$ cat src/rtl/reg_slice_chain.sv
// Chain of STAGES valid/ready register slices with a selectable mode (bypass, forward,
// backward or full skid buffer) and a registered count of words held in the chain.
module reg_slice_chain #(
    parameter int unsigned WIDTH  = 8,
    parameter int unsigned MODE   = 3,
    parameter int unsigned STAGES = 1,
    parameter int unsigned OCC_W  = $clog2(2 * STAGES + 1)
) (
    input  logic             clk,
    input  logic             s_rst,
    input  logic             src_valid,
    input  logic [WIDTH-1:0] src_data,
    output logic             src_ready,
    output logic             dst_valid,
    output logic [WIDTH-1:0] dst_data,
    input  logic             dst_ready,
    output logic [OCC_W-1:0] occupancy
);

    logic [STAGES-1:0] m_valid_q, m_valid_d;
    logic [STAGES-1:0] k_valid_q, k_valid_d;
    logic [STAGES-1:0] rdy_q, rdy_d;
    logic [WIDTH-1:0]  m_data_q [STAGES];
    logic [WIDTH-1:0]  m_data_d [STAGES];
    logic [WIDTH-1:0]  k_data_q [STAGES];
    logic [WIDTH-1:0]  k_data_d [STAGES];
    logic [OCC_W-1:0]  occ_q, occ_d;

    // Chain nets: index i is the input side of stage i, index STAGES is dst.
    logic [STAGES:0]   vc, rc;
    logic [WIDTH-1:0]  dc [STAGES+1];
    logic [STAGES-1:0] in_x, out_x;

    always_comb begin
        vc    = '0;
        rc    = '0;
        in_x  = '0;
        out_x = '0;
        for (int i = 0; i <= int'(STAGES); i++) begin
            dc[i] = '0;
        end

        // Ready travels upstream; only the forward slice has a combinational ready path.
        rc[STAGES] = dst_ready;
        for (int i = int'(STAGES) - 1; i >= 0; i--) begin
            if (MODE == 1) begin
                rc[i] = !m_valid_q[i] || rc[i+1];
            end else begin
                rc[i] = rdy_q[i];
            end
        end

        vc[0] = src_valid;
        dc[0] = src_data;
        for (int i = 0; i < int'(STAGES); i++) begin
            if (MODE == 2) begin
                vc[i+1] = vc[i] || k_valid_q[i];
                dc[i+1] = k_valid_q[i] ? k_data_q[i] : dc[i];
            end else begin
                vc[i+1] = m_valid_q[i];
                dc[i+1] = m_data_q[i];
            end
            in_x[i]  = vc[i] && rc[i];
            out_x[i] = vc[i+1] && rc[i+1];
        end

        m_valid_d = m_valid_q;
        k_valid_d = k_valid_q;
        m_data_d  = m_data_q;
        k_data_d  = k_data_q;
        for (int i = 0; i < int'(STAGES); i++) begin
            if (MODE == 1) begin
                if (in_x[i]) begin
                    m_valid_d[i] = 1'b1;
                    m_data_d[i]  = dc[i];
                end else if (out_x[i]) begin
                    m_valid_d[i] = 1'b0;
                end
            end else if (MODE == 2) begin
                if (k_valid_q[i]) begin
                    if (out_x[i]) begin
                        k_valid_d[i] = 1'b0;
                    end
                end else if (in_x[i] && !rc[i+1]) begin
                    k_valid_d[i] = 1'b1;
                    k_data_d[i]  = dc[i];
                end
            end else if (MODE == 3) begin
                // Skid word drains into main first; input is blocked while skid is full.
                if (out_x[i] && k_valid_q[i]) begin
                    m_data_d[i]  = k_data_q[i];
                    k_valid_d[i] = 1'b0;
                end else if (in_x[i] && (!m_valid_q[i] || out_x[i])) begin
                    m_valid_d[i] = 1'b1;
                    m_data_d[i]  = dc[i];
                end else if (in_x[i]) begin
                    k_valid_d[i] = 1'b1;
                    k_data_d[i]  = dc[i];
                end else if (out_x[i]) begin
                    m_valid_d[i] = 1'b0;
                end
            end
        end

        rdy_d = ~k_valid_d;
        occ_d = '0;
        for (int i = 0; i < int'(STAGES); i++) begin
            occ_d = occ_d + OCC_W'(m_valid_d[i]) + OCC_W'(k_valid_d[i]);
        end
    end

    always_ff @(posedge clk) begin
        if (s_rst) begin
            m_valid_q <= '0;
            k_valid_q <= '0;
            rdy_q     <= '0;
            occ_q     <= '0;
            for (int i = 0; i < int'(STAGES); i++) begin
                m_data_q[i] <= '0;
                k_data_q[i] <= '0;
            end
        end else begin
            m_valid_q <= m_valid_d;
            k_valid_q <= k_valid_d;
            rdy_q     <= rdy_d;
            occ_q     <= occ_d;
            m_data_q  <= m_data_d;
            k_data_q  <= k_data_d;
        end
    end

    always_comb begin
        if (MODE == 0) begin
            src_ready = dst_ready;
            dst_valid = src_valid;
            dst_data  = src_data;
            occupancy = '0;
        end else begin
            src_ready = rc[0];
            dst_valid = vc[STAGES];
            dst_data  = dc[STAGES];
            occupancy = occ_q;
        end
    end

endmodule

$ cat config.mk
export PLATFORM = sky130hd
export DESIGN_NAME = reg_slice_chain
export DESIGN_NICKNAME = d
export VERILOG_FILES = /design/src/rtl/reg_slice_chain.sv
export SDC_FILE = /design/constraint.sdc
export NUM_CORES = 1
export LEC_CHECK = 0
export ABC_AREA = 1
export BUFFER_PORTS_ARGS = -buffer_cell sky130_fd_sc_hd__buf_2
export CAP_MARGIN = 25
export CORE_MARGIN = 2
export CORE_UTILIZATION = 25
export DETAILED_ROUTE_END_ITERATION = 8
export REMOVE_ABC_BUFFERS = 1
export SYNTH_ARGS = -nofsm -noshare
export SYNTH_HDL_FRONTEND = slang
export SYNTH_SLANG_ARGS = --single-unit
$ cat constraint.sdc
create_clock -name clk -period 1.3 [get_ports clk]
set_input_delay 0.13 -clock clk [delete_from_list [all_inputs] [get_ports clk]]
set_output_delay 0.13 -clock clk [all_outputs]
set_load 0.05 [all_outputs]
==> results of run 1 <==
## final timing paths
kind                       end   startpoint  slack (ns)  cells after the start
setup / recovery  occupancy[0]         flop        0.15                      7
hold / removal            flop        s_rst        0.11                      2
setup reg to reg  occupancy[0]         flop        0.15                      7
hold reg to reg    k_data_q[4]  k_data_q[4]        0.46                      2
## stage by stage
stage / hold slack, ns / std cells / instance area [um^2] / utilization / setup WS [ns]
after floorplan: 0.199 / 133 / 893 / - / -0.232
after global placement: 0.377 / 209 / 1120 / 0.310 / 0.140
after detailed placement: 0.379 / 209 / 1120 / 0.310 / 0.114
after CTS: 0.106 / 213 / 1160 / 0.323 / 0.0911
after global routing: 0.102 / 213 / 1160 / 0.323 / 0.00763
final: 0.109 / 213 / 1160 / 0.323 / 0.148
## logic make-up (layout without fill, tap and decap cells)
kind of cell,count (synthesis),count (layout),synth area share
simple gates,72,72,0.323
flops,21,21,0.458
buf+inv,25,54,0.116
compound gates,18,18,0.102
## power by group through the flow
stage	Sequential (uW)	Combinational (uW)	Clock, uW
after floorplan	791	83.6	0
after global placement	701	247	0
after detailed placement	701	247	0
after CTS	686	248	437
after global routing	691	271	468
final	686	245	411
## placed cells by master, fill, tap and decap left out
cell | synthesis | routed
a21oi_2 | 1 | 1
nand2_2 | 1 | 1
nand3_1 | 1 | 1
dfxtp_2 | 0 | 1
nand4_1 | 1 | 1
nor3_2 | 1 | 1
a21oi_1 | 9 | 9
buf_2 | 1 | 23
buf_12 | 0 | 1
dfxtp_1 | 21 | 20
clkbuf_1 | 0 | 1
nor2_4 | 1 | 1
o21ai_0 | 8 | 6
nand3_2 | 1 | 1
nand2_1 | 39 | 39
nor2_1 | 27 | 27
buf_4 | 1 | 4
inv_1 | 22 | 22
o21ai_1 | 0 | 2
clkbuf_8 | 0 | 3
## flip-flops by register name, indices dropped and copies added (netlist names), named ones only
register	cells
dst_data	8
k_data_q	8
occupancy	2
k_valid_q	1
src_ready	1
## critical path, delay by kind of cell, from the launching register on
| kind | cells | cell delay (ns) |
|---|---|---|
| flip-flops | 1 | 0.36 |
| buffers and inverters | 1 | 0.07 |
| AND/OR/NAND/NOR | 6 | 0.64 |
## final cells by class
class	instances	area, um^2	area share
multi-input combinational	90	390	0.335
tap	48	60.1	0.0516
inverter	22	82.6	0.0709
sequential	21	422	0.362
timing repair buffer	28	165	0.142
clock buffer	4	45.0	0.0387
## per-layer routing
metal,part of all wire,routed length [um]
met5,0,0
met4,0.0086,16
met2,0.45,847
met1,0.50,925
met3,0.039,72
==> results.md, run 1 <==
- Root buffer cell: clkbuf_8
- DIE AREA: 4170 um^2
- Final TNS setup: 0 ns
- Port-buffer cells: 23
- Core Box Area: 3610 um^2
- Top-count cell post-synth: nand2_1
- Drt total wl: 1860 um
- Drt initial violations: 10
- Worst path max stage delay: 0.36 ns
- Die width: 64.6 um
- Initial Util: 0.254
- Antenna diodes: 0
- Async S/R FF share, synth: 0
- Fillers: 385
- Vias/cell: 3.93
- Synth area leader: dfxtp_1
- CP max stage cell: dfxtp_2
- Library cells used by synthesis: 16
- IO Pins: 24
- Share of the synthesized area in the top cell type: 0.458
- Critical Path RT: 1.45 ns
- Post-route ant nets: 0
- Vias: 838
- HPWL Detailed: 1370 um
- Hold_buf cts: 0
- Critical path class: reg -> reg
- Fin nets: 178
- Clk sinks: 21
- First-pass GRT wire length: 3120 um
- Hold WC Path Type: in -> reg
- Final Max Slew Viols: 0
- Area contributors post-synth: dfxtp_1 (46%), nand2_1 (16%), nor2_1 (11%)
- Grt total ovfl: 0
- Crit-path cells: inv_1 -> nor2_4 -> nand2_2 -> nand2_1 -> nand2_1 -> nand3_1 -> nand2_1
- M1 GR Usage: 0.127
- Logic gate share of total power: 0.183
- Slew @ Worst Pin: 0.303 ns
- Maximum clock insertion buffer count: 2
- Sequential share of power: 0.511
- Clock buffer count from CTS: 3
- TritonCTS clock tree: yes
- Total Power: 1340 uW
- Mapped Cells: 136
- Row count: 22
- Seq cells post-synth: 21
- Max VDD drop: 0.000388 V
- Crit. End Element: flop
- Vias in the first global route: 732
- P_int: 960 uW
- Crit start category: flop
- Max_slew headroom: 0.797
- Largest net degree at the start of global routing: 19
- Worst path most repeated cell: nand2_1
- Highest clock rate: 868 MHz
- Post-synth EDFFs: 0
- Final period utilization: 0.886
- Final hold violation count: 0
- Leakage: 0.000578 uW
- Die H: 64.6 um
- Commonest cells post-synth: nand2_1 (39), nor2_1 (27), inv_1 (22)
- Crit-path max FO: 8
- RSZ-0062 raised after global routing: no
- Iteration count of the initial detailed-routing pass: 3
- Synth warnings: 0
- DRC Markers: 0
- Critical path arrival: 1.30 ns
- Gpl congestion: 0.761
- Final setup violation count: 0
- GRT busiest layer: met2
- H-tree Lvls: 1
- Clock Latency Late Sink: 0.25 ns
- Pwr per Cell Area: 1150 nW/um^2
- Post-CTS setup buffer count: 0
- Global routing met2 resource utilization: 0.147
- Mean routed wirelength per cell: 8.74 um
- Post-synth top flop: dfxtp_1
- Clk slew on worst S/H paths: 0.07 ns
- Status: finished, final reports clean
- Synthesis-to-layout area growth: 27.0%
- Seq/Total Area, Yosys: 0.458
- Gates resized, CTS repair: 0
- Sw Share: 0.285
- Avg Synthesized Cell Area: 6.74 um^2
- Total Routing Usage GR: 0.0956
- Met3 GRT Util: 0.0278
- Clock network fraction of design power: 0.306
- Max-cap viol count: 0
- Post-Syn Area: 917 um^2
- Clk_skew: 0.00233 ns
- Minimum clock period: 1.15 ns
- Share of layout cells above drive strength 1: 0.224
- Psw: 382 uW
- Initial antenna violation count: 0
Note: power is estimated with default switching activity, not from simulation.
==> run 2: changes to the inputs <==
--- a/config.mk
+++ b/config.mk
@@ -11,6 +11,7 @@
 export CORE_MARGIN = 2
 export CORE_UTILIZATION = 25
 export DETAILED_ROUTE_END_ITERATION = 8
+export RECOVER_POWER = 25
 export REMOVE_ABC_BUFFERS = 1
 export SYNTH_ARGS = -nofsm -noshare
 export SYNTH_HDL_FRONTEND = slang
==> results.md, run 2 (same netlist as run 1, synthesis figures left out) <==
- Gpl congestion: 0.761
- Footprint of the multi-input gates: 390 um^2
- Logic gate share of total power: 0.182
- Clock network fraction of design power: 0.306
- P_int: 960 uW
- Clk_skew: 0.00233 ns
- IO Pins: 24
- Final hold slack: 0.109 ns
- TritonCTS clock tree: yes
- Fin nets: 178
- RSZ-0062 raised after global routing: no
- Critical path class: reg -> reg
- Sw Share: 0.285
- Port-buffer cells: 23
- CP max stage cell: dfxtp_2
- Highest clock rate: 868 MHz
- Vias in the first global route: 732
- Final instance area: 1160 um^2
- Crit-path max FO: 8
- Worst path most repeated cell: nand2_1
- Slew @ Worst Pin: 0.595 ns
- Die width: 64.6 um
- Leakage: 0.000570 uW
- Pwr per Cell Area: 1150 nW/um^2
- DRC Markers: 0
- Core Box Area: 3610 um^2
- Clock Latency Late Sink: 0.25 ns
- Fin util: 0.323
- GRT busiest layer: met2
- M1 GR Usage: 0.127
- H-tree Lvls: 1
- Sequential share of power: 0.512
- Die H: 64.6 um
- Share of layout cells above drive strength 1: 0.218
- Met3 GRT Util: 0.0278
- Critical path arrival: 1.30 ns
- Hold_buf cts: 0
- DP Worst Slack: 0.114 ns
- Crit. End Element: flop
- Final worst slack: 0.148 ns
- Vias/cell: 3.93
- Worst path max stage delay: 0.36 ns
- Antenna diodes: 0
- Iteration count of the initial detailed-routing pass: 3
- Post-CTS setup buffer count: 0
- Vias: 837
- Clock buffer count from CTS: 3
- Drt initial violations: 10
- Status: finished, final reports clean
- Crit-path cells: inv_1 -> nor2_4 -> nand2_2 -> nand2_1 -> nand2_1 -> nand3_1 -> nand2_1
- Initial Util: 0.254
- Critical Path RT: 1.45 ns
- Final setup violation count: 0
- Clk slew on worst S/H paths: 0.07 ns
- Synthesis-to-layout area growth: 26.9%
- Crit start category: flop
- Commonest non-fill, non-tap cells in the layout: nand2_1 (39), nor2_1 (27), inv_1 (22), dfxtp_1 (20), buf_2 (15)
- Reg area: 422 um^2
- Row count: 22
- Final hold violation count: 0
- Root buffer cell: clkbuf_8
- DIE AREA: 4170 um^2
- Mean routed wirelength per cell: 8.75 um
- Hold WC Path Type: in -> reg
- Clk sinks: 21
- Fillers: 386
- Post-route ant nets: 0
- HPWL Detailed: 1370 um
- Commonest non-fill, non-tap cell in the layout: nand2_1
- Initial antenna violation count: 0
- Maximum clock insertion buffer count: 2
- Placed cell count: 209
- Minimum clock period: 1.15 ns
- Global routing met2 resource utilization: 0.147
- Non-filler cells, final: 213
- Largest net degree at the start of global routing: 19
- Gates resized, CTS repair: 0
- Psw: 383 uW
- Drt total wl: 1860 um
- Max_slew headroom: 0.605
- Area after DPL: 1120 um^2
- Final period utilization: 0.886
- Max VDD drop: 0.000388 V
- Grt total ovfl: 0
- First-pass GRT wire length: 3120 um
- Max-cap viol count: 0
- Final Max Slew Viols: 0
- Total Routing Usage GR: 0.0956
## run 2: cell type report
type | count | area share
multi-input cells | 90 | 0.335
repair buffers | 28 | 0.141
clock buffers | 4 | 0.0387
well taps | 48 | 0.0516
flip-flops and latches | 21 | 0.362
inverters | 22 | 0.0710
## run 2: routing by layer
| layer | share of wire | routed length (um) |
|---|---|---|
| met4 | 0.0086 | 16 |
| met3 | 0.038 | 71 |
| met5 | 0 | 0 |
| met1 | 0.50 | 929 |
| met2 | 0.45 | 846 |
## run 2: path summary, 6_finish.rpt
kind | start | endpoint | slack (ns) | cells after the start
min | s_rst | flop | 0.11 | 2
min reg2reg | k_data_q[4] | k_data_q[4] | 0.46 | 2
max | flop | occupancy[0] | 0.15 | 7
max reg2reg | flop | occupancy[0] | 0.15 | 7
## run 2: worst max-delay path, delay by kind of cell, from the launching register on
family	cells	cell delay (ns)
buffers and inverters	1	0.07
DFF	1	0.36
and+or+nand+nor	6	0.64
## run 2: power groups by stage
stage / clock network, uW / logic (uW) / registers [uW]
final: 411 / 244 / 687
after global routing: 468 / 271 / 692
after detailed placement: 0 / 247 / 701
after floorplan: 0 / 83.6 / 791
after CTS: 437 / 248 / 686
after global placement: 0 / 247 / 701
## run 2: per-stage QoR
stage / power [uW] / TNS, ns
floorplan: 875 / -2.63
global placement: 948 / 0
detailed placement: 948 / 0
CTS: 1370 / 0
global route: 1430 / 0
finish: 1340 / 0
==> run 3: changes to the inputs <==
==> constraint.sdc (replaced) <==
create_clock -name clk -period 1.3 [get_ports clk]
set_input_delay 0.325 -clock clk [delete_from_list [all_inputs] [get_ports clk]]
set_output_delay 0.325 -clock clk [all_outputs]
set_load 0.05 [all_outputs]
==> results.md, run 3 (same netlist as run 1, synthesis figures left out) <==
- Status: finished, final reports clean
- Vias in the first global route: 737
- Vias/cell: 3.88
- Row count: 22
- Iteration count of the initial detailed-routing pass: 4
- Minimum clock period: 1.24 ns
- Clk sinks: 21
- TritonCTS clock tree: yes
- DIE AREA: 4170 um^2
- Drt total wl: 1800 um
- Initial antenna violation count: 0
- Die H: 64.6 um
- Vias: 835
- Final instance area: 1170 um^2
- Max VDD drop: 0.000432 V
- Critical path class: reg -> out
- Final setup violation count: 0
- Leakage: 0.000594 uW
- Cell count along the critical path: 1
- Fin util: 0.326
- Drt initial violations: 10
- CP max stage cell: dfxtp_1
- Clock Latency Late Sink: 0.26 ns
- Clock buffer count from CTS: 3
- Total Routing Usage GR: 0.0925
- Fillers: 416
- Crit path buf inv count: 1
- Largest net degree at the start of global routing: 13
- Critical Path RT: 0.98 ns
- Maximum clock insertion buffer count: 2
- Mean routed wirelength per cell: 8.39 um
- Final period utilization: 0.952
- Final hold violation count: 0
- Max-cap viol count: 0
- Clk_skew: 0.00387 ns
- Crit-path cells: buf_2
- First-pass GRT wire length: 3010 um
- Crit. End Element: primary output
- Crit-path max FO: 4
- Commonest non-fill, non-tap cells in the layout: nand2_1 (38), nor2_1 (27), inv_1 (22), buf_2 (22), dfxtp_1 (21)
- Footprint of the multi-input gates: 398 um^2
- Pwr per Cell Area: 1150 nW/um^2
- Final hold slack: 0.291 ns
- Post-route ant nets: 0
- Share of layout cells above drive strength 1: 0.240
- H-tree Lvls: 1
- Final Max Slew Viols: 0
- Final TNS setup: 0 ns
- Initial Util: 0.254
- Hold WC Path Type: in -> reg
- Root buffer cell: clkbuf_8
- Worst path max stage delay: 0.38 ns
- Area after DPL: 1120 um^2
- IO Pins: 24
- Total Power: 1360 uW
- Core Box Area: 3610 um^2
- Die width: 64.6 um
- Top Family by Delay on Critical Path: flip-flops
- Highest clock rate: 808 MHz
- Worst Reg2Reg Path Length in Cells: 6
- Slew @ Worst Pin: 0.288 ns
- Port-buffer cells: 23
- Critical path arrival: 0.91 ns
- RSZ-0062 raised after global routing: no
- Crit start category: flop
- Gpl congestion: 0.758
- Grt total ovfl: 0
- Worst hold path depth: 2
- Antenna diodes: 0
- Max_slew headroom: 0.807
- Clk slew on worst S/H paths: 0.07 ns
- Fin nets: 180
- Commonest non-fill, non-tap cell in the layout: nand2_1
- Synthesis-to-layout area growth: 28.1%
- Reg area: 420 um^2
- HPWL Detailed: 1420 um
- DRC Markers: 0
==> run 3: cell types whose count changed in the layout (fill, tap and decap cells not counted), moves of 2 or more <==
cell      previous run  this run
buf_2               15        22
buf_4                4         7
clkbuf_1             2         0
clkbuf_2             7         1
o21ai_0              6         8
o21ai_1              2         0
==> run 3: layer usage <==
| layer | wire length, um | vias up | GRT usage |
|---|---|---|---|
| li1 | - | 470 | - |
| met1 | 841 | 354 | 0.113 |
| met2 | 873 | 9 | 0.148 |
| met3 | 70 | 2 | 0.0295 |
| met4 | 19 | 0 | 0.0399 |
| met5 | 0 | - | 0 |
==> run 3: worst paths after layout <==
kind               startpoint           end  slack [ns]
setup / recovery         flop     dst_valid        0.06
setup reg to reg         flop   k_data_q[3]        0.11
hold / removal          s_rst  occupancy[1]        0.29
hold reg to reg   k_data_q[2]   k_data_q[2]        0.45
==> run 3: timing repair <==
action	4_1_cts	5_1_grt
hold buffers	0	0
resized for setup	0	2
setup buffers	0	0
endpoints found under the setup margin	0	4
==> run 3: cell type report <==
cell class | instances | area share
inverters | 22 | 0.0703
clock buffers | 3 | 0.0351
repair buffers | 30 | 0.143
well taps | 48 | 0.0511
clock inverters | 1 | 0.00426
flip-flops and latches | 21 | 0.358
multi-input cells | 90 | 0.339
==> run 3: per-stage QoR <==
step | setup WS, ns | std cells
2_1_floorplan | -0.232 | 133
4_1_cts | 0.0533 | 215
5_1_grt | 0.00514 | 215
3_3_place_gp | 0.0752 | 211
3_5_place_dp | 0.0449 | 211
6_report | 0.0621 | 215
==> run 3: where the power goes <==
group          switching, uW  total, uW  internal, uW
registers               12.3        685           673
logic                    177        250          73.1
clock network            208        421           213
